$ cat src/rtl/memory_responder.sv
// rtl/memory_responder.sv - single-port word RAM responder with wait states and Ready pulse
// Optional MEM_BOUNDS_EN: out-of-range addresses (>= Depth) are suppressed and flagged on Err.
module memory_responder #(
    parameter int DataWidth  = 16,
    parameter int AddrWidth  = 8,
    parameter int Depth      = 256,
    parameter int WaitStates = 0
) (
    input  logic                 Clk,
    input  logic                 Reset,
    input  logic                 MEM_En,
    input  logic                 MEM_Wr,
    input  logic [AddrWidth-1:0] Addr,
    input  logic [DataWidth-1:0] DataIn,
    output logic [DataWidth-1:0] DataOut,
    output logic                 Ready,
    output logic                 Busy,
    output logic                 Err
);

    localparam int IdxWidth = (Depth > 1) ? $clog2(Depth) : 1;
    localparam logic [3:0] WaitLoad = 4'(WaitStates);

    typedef enum logic [1:0] {IDLE, WAIT, ACCESS, DONE} state_t;

    state_t               state;
    state_t               state_nxt;
    logic [3:0]           wait_cnt;
    logic                 rd_q;
    logic [AddrWidth-1:0] addr_q;
    logic [DataWidth-1:0] data_q;
    logic [IdxWidth-1:0]  idx;
    logic                 in_range;

    logic [DataWidth-1:0] mem [0:Depth-1];

    assign idx = addr_q[IdxWidth-1:0];

`ifdef MEM_BOUNDS_EN
    logic err_q;

    assign in_range = (int'(addr_q) < Depth);
    assign Err      = (state == DONE) && err_q;

    always_ff @(posedge Clk) begin
        if (Reset) begin
            err_q <= 1'b0;
        end else if (state == ACCESS) begin
            err_q <= !in_range;
        end
    end
`else
    assign in_range = 1'b1;
    assign Err      = 1'b0;
`endif

    always_comb begin
        state_nxt = state;
        Ready     = 1'b0;
        Busy      = 1'b0;
        case (state)
            IDLE: begin
                if (!MEM_En) begin
                    state_nxt = (WaitStates > 0) ? WAIT : ACCESS;
                end
            end
            WAIT: begin
                Busy = 1'b1;
                if (wait_cnt == 4'd1) begin
                    state_nxt = ACCESS;
                end
            end
            ACCESS: begin
                Busy      = 1'b1;
                state_nxt = DONE;
            end
            DONE: begin
                Ready     = 1'b1;
                state_nxt = IDLE;
            end
            default: state_nxt = IDLE;
        endcase
    end

    always_ff @(posedge Clk) begin
        if (Reset) begin
            state    <= IDLE;
            wait_cnt <= 4'd0;
            DataOut  <= '0;
        end else begin
            state <= state_nxt;
            case (state)
                IDLE:    if (!MEM_En) wait_cnt <= WaitLoad;
                WAIT:    wait_cnt <= wait_cnt - 4'd1;
                ACCESS:  if (rd_q) DataOut <= in_range ? mem[idx] : '0;
                default: ;
            endcase
        end
    end

    // Request fields are only meaningful once captured, so they need no reset.
    always_ff @(posedge Clk) begin
        if (state == IDLE && !MEM_En) begin
            addr_q <= Addr;
            rd_q   <= MEM_Wr;
            data_q <= DataIn;
        end
    end

    // A Reset on the committing edge discards the write.
    always_ff @(posedge Clk) begin
        if (!Reset && state == ACCESS && !rd_q && in_range) begin
            mem[idx] <= data_q;
        end
    end

endmodule
$ cat config.mk
export PLATFORM = sky130hd
export DESIGN_NAME = memory_responder
export DESIGN_NICKNAME = d
export VERILOG_FILES = /design/src/rtl/memory_responder.sv
export SDC_FILE = /design/constraint.sdc
export NUM_CORES = 2
export LEC_CHECK = 0
export BUFFER_PORTS_ARGS = -buffer_cell sky130_fd_sc_hd__buf_2
export CAP_MARGIN = 20
export CORE_MARGIN = 4
export CORE_UTILIZATION = 50
export CTS_CLUSTER_SIZE = 25
export DETAILED_ROUTE_END_ITERATION = 10
export PLACE_DENSITY_LB_ADDON = 0.05
export SYNTH_ARGS = -nofsm -noshare
export SYNTH_HDL_FRONTEND = slang
export SYNTH_SLANG_ARGS = --single-unit
$ cat constraint.sdc
create_clock -name Clk -period 9.07 [get_ports Clk]
set_input_delay 0.907 -clock Clk [delete_from_list [all_inputs] [get_ports Clk]]
set_output_delay 0.907 -clock Clk [all_outputs]
set_load 0.02 [all_outputs]
======== Word level (Yosys, flattened, before mapping) ========
Memories as Yosys holds them, arrays and structs flattened. A register that Yosys moved wholly into a read port is not among the register bits.
Cells that the tools add are included.
word-level totals
  register bits after elaboration ......... 31
  bits in writable memories ............... 4,096
  input bits .............................. 28
  output and inout port bits .............. 19
  logic and storage cells ................. 34
  memories ................................ 1
cells by class
  add/subtract/negate cells ............... 1
  equality and inequality tests ........... 6
  multiplexer cells ....................... 9
  reduce and logical (&&, ||, !) cells .... 12
memory list
  memory  depth  bits a word  rd ports  clocked after memory_dff  write ports  line  text
  mem     256    16           1         1                         1            35    logic [DataWidth-1:0] mem [0:Depth-1];
operators by type and width
  kind                   count
  $pmux W2 S4            1
  $pmux W4 S2            1
  $reduce_and A2 Y1      3
  $eq A2 B2 Y1 const B   2
  $eq A4 B1 Y1 const B   1
  $mux W1                4
  $mux W2                2
  $mux W4                1
  $ne A2 B2 Y1 const B   2
  $sub A4 B1 Y4 const B  1
  $logic_and A1 B1 Y1    3
  $logic_not A1 Y1       3
  $eq A2 B1 Y1 const B   1
  $logic_not A2 Y1       1
  $reduce_bool A2 Y1     1
  $reduce_or A2 Y1       1

======== Depth between registers and ports, before layout ========
  depth after elaboration ................. 5
  gate-level depth with buffers ........... 14
  gate-level depth less buffers ........... 8

======== Worst setup path before layout ========
OpenSTA, ideal clock, no wires.
  kind .................................... reg-to-reg
  from .................................... reg data_q[0]
  to ...................................... mem mem[0][0], data pin
  setup time .............................. 817 ps
  data arrival time ....................... 3,228 ps
  data required time ...................... 8,253 ps
  path slack .............................. 5,024 ps
  cell stages (with the launch flop) ...... 1
  buffers on the path ..................... 0
  period minus slack after synthesis ...... 4,046 ps
  path through ............................ edfxtp_1
RTL lines
  what                    line  text
  from (decl)             31    logic [DataWidth-1:0] data_q;
  from (signal assigned)  106   data_q <= DataIn;
  to (decl)               35
No word-level cell before the write port.

==> reports/metrics.yaml <==
status:
  outcome: "completed"
setup_path:
  slowest_stage: "o41ai_1"
  worstSetupEndpointType: "flip-flop"
  crit_arrival_ns: 5.74
  path_cells: "buf_4, buf_12, buf_12, mux4_2, mux2i_1, a32oi_1, and3_1, o41ai_1, buf_4, a311oi_1"
  path_class: "reg -> reg"
  crit_path_max_fanout: 94
  cp-start-kind: "flip-flop"
  required_ns: 9.85
  critical_path.max_stage_delay_ns: 0.75
synthesis:
  synth_area_sq_um: 159400
  ys_ff_latch: 4143
  yosysWarnings: 0
  ys_seq_area_frac: 0.7791
  synth-edff-count: 4121
  synth_simple_gate_area_frac: 0.02177
  synth_cell_types: 63
  synth_compound_area_frac: 0.02110
  synth_xor_area_frac: 0
  yosys_most_used_dff: "edfxtp_1"
  syn_inst: 7177
  synthArstFlopShare: 0
  synth_top_family_by_area: "multiplexers"
  synthesis.nets: 7213
  synth_mux_area_frac: 0.1617
  syn_avg_cell_area_sq_um: 22.21
  synthAdderAreaFrac: 0.0006279
sta:
  rsz0062_at_grt: "false"
  max_freq_mhz: 201.7
  setup_viol: 0
  slew_viol_final: 0
  tns_ns: 0
  finalHoldViolations: 0
  maxSlewHeadroom: 0.1177
  tightest_slew_ns: 1.324
  post-route-period-util: 0.5466
  period_needed_ns: 4.958
  holdWs_ns: 0.1413
  finClkSkew_ns: 0.05296
layout:
  stdcell_area_sq_um: 180300
  area_growth_pct: 13.09
  final_common_cell: "edfxtp_1"
  layout-drive-gt1-share: 0.2783
  final_cell_mix: "4121 x edfxtp_1, 989 x mux4_2, 429 x clkbuf_16, 382 x buf_4, 291 x mux2i_1"
  layout.nets: 7709
  fillerInstances: 23330
  fin_cells: 12210
placed_design:
  gp_congestion: 0.8301
  dpl-instance-area_sq_um: 166700
  portBuffers: 45
  hpwlAfterDp_mm: 261.6
  placedCellCount: 11420
floorplanning:
  die_w_um: 572.6
  die-height_um: 572.6
  start_util: 0.5016
  top_level_ports: 47
  dieArea_sq_um: 327900
  rows: 207
  core_area_sq_um: 317800
grt:
  grt_pass1_wl_mm: 620.9
  grt_use_total: 0.2710
  grt_overflow: 0
  grt-busiest-layer: "met2"
  met3_usage: 0.04586
  grt_use_met2: 0.4256
  grt_pass1_vias: 77410
  grt_max_degree: 206
  gr-usage-met1: 0.3946
  antenna_found_initial: 21
pwr:
  p_leak_nw: 56.55
  power_density_nw_per_um2: 226.9
  ir_drop_mv: 0.1776
clocking:
  clk_latency_ns: 0.96
  htreeDepth: 5
  cts_root_buffer: "clkbuf_16"
  numCtsBuffers: 424
  cts.clk_slew.worst_paths_ns: 0.06
  tritoncts: "yes"
  clock_path_buffers: 4
  clkSinkCount: 4143
  ctsHoldBuffers: 0
  post_cts_buffers: 0
  cts-resized-gates: 0
drt:
  first_pass_iters: 5
  viasPerCell: 6.388
  antenna_left: 0
  post-route-drc-count: 0
  routedWlPerCell_um: 36.37
  drt_iter0_markers: 9762
  vias: 77970
  drt-total-wl_mm: 443.9
hold_path:
  hold_class: "in -> reg"
run:
  maxCapViolations: 0
-- cell type report --
| class | instances | area, sq um | area share |
|---|---|---|---|
| sequential | 4143 | 124200 | 0.6889 |
| multi-input combinational | 2602 | 33220 | 0.1843 |
| clock buffer | 519 | 11070 | 0.06143 |
| tap | 4180 | 5230 | 0.02901 |
| timing repair buffer | 487 | 4234 | 0.02349 |
| clock inverter | 250 | 2238 | 0.01242 |
| inverter | 15 | 63.81 | 0.0003540 |
| antenna | 10 | 25.02 | 0.0001388 |
-- final timing paths --
path | startpoint | endpoint | slack [ns] | depth (start not counted)
hold / removal | DataIn[6] | data_q[6] | 0.14 | 1
hold reg to reg | wait_cnt[1] | wait_cnt[1] | 0.54 | 2
setup / recovery | addr_q[1] | DataOut[5] | 4.11 | 10
setup reg to reg | addr_q[1] | DataOut[5] | 4.11 | 10
-- layer usage --
layer | up-vias | wire length (um)
li1 | 31380 | -
met1 | 42490 | 181000
met2 | 3442 | 211900
met3 | 659 | 35240
met4 | 0 | 15680
met5 | - | 0
-- cells in the mapped netlist (6+ instances only) --
cell | number | area share
edfxtp_1 | 4121 | 0.78
a32o_1 | 22 | 0.0014
buf_1 | 16 | 0.00038
nor4_1 | 23 | 0.00090
nor2b_1 | 29 | 0.0011
buf_6 | 38 | 0.0027
nor3_1 | 52 | 0.0016
nand4_1 | 22 | 0.00086
buf_4 | 111 | 0.0052
clkbuf_1 | 128 | 0.0030
mux2i_1 | 291 | 0.018
inv_1 | 14 | 0.00033
nand3_1 | 73 | 0.0023
a311oi_1 | 11 | 0.00060
o22ai_1 | 64 | 0.0025
a31oi_1 | 34 | 0.0013
a21oi_1 | 72 | 0.0023
o221ai_1 | 22 | 0.0012
o21ai_0 | 75 | 0.0024
nand2_1 | 226 | 0.0053
buf_2 | 121 | 0.0038
o211ai_1 | 10 | 0.00047
mux4_2 | 989 | 0.14
a211oi_1 | 6 | 0.00028
or2_2 | 7 | 0.00027
a22oi_1 | 52 | 0.0024
ha_1 | 8 | 0.00063
o22a_1 | 27 | 0.0015
and2_1 | 6 | 0.00024
mux2_2 | 45 | 0.0032
a32oi_1 | 37 | 0.0020
a2111oi_0 | 20 | 0.0011
nor2_1 | 295 | 0.0069
nand2b_1 | 6 | 0.00024
dfxtp_1 | 22 | 0.0028
and3_1 | 24 | 0.00094
-- kinds of logic (layout without fill, tap and decap cells) --
kind of cell	after synthesis	count (layout)
buf+inv	432	1271
simple gates	783	783
flops	4143	4143
compound gates	482	482
fa+ha+maj	8	8
mux	1328	1328
other cells	1	11
-- through the flow --
| stage | setup WS [ns] | utilization | power [mW] |
|---|---|---|---|
| finish | 4.112 | 0.5673 | 40.90 |
| global route | 3.886 | 0.5672 | 42.16 |
| CTS | 4.115 | 0.5664 | 41.23 |
| detailed placement | 4.129 | 0.5246 | 24.50 |
| global placement | 3.313 | 0.5234 | 24.45 |
| floorplan | 5.024 | - | 23.40 |
-- report_power, final --
part / leakage, nW / switching [mW] / internal, mW
combinational: 12.9 / 1.86 / 0.917
clock: 6.46 / 7.24 / 9.60
sequential: 37.2 / 0.0463 / 21.2
total: 56.6 / 9.15 / 31.7
-- flip-flops by register name, indices dropped and copies added, names as in the netlist --
register	cells
wait_cnt	4
state	2
mem	4096
rd_q	1
data_q	16
addr_q	8
DataOut	16
-- critical path: cells and delay by family, from the launching register on --
kind / cells / cell delay [ns]
AOI/OAI and AO/OA: 3 / 1.02
DFF: 1 / 0.49
muxes: 2 / 0.84
and+or+nand+nor: 1 / 0.36
buffers and inverters: 4 / 1.84
Note: power is estimated with default switching activity, not from simulation.
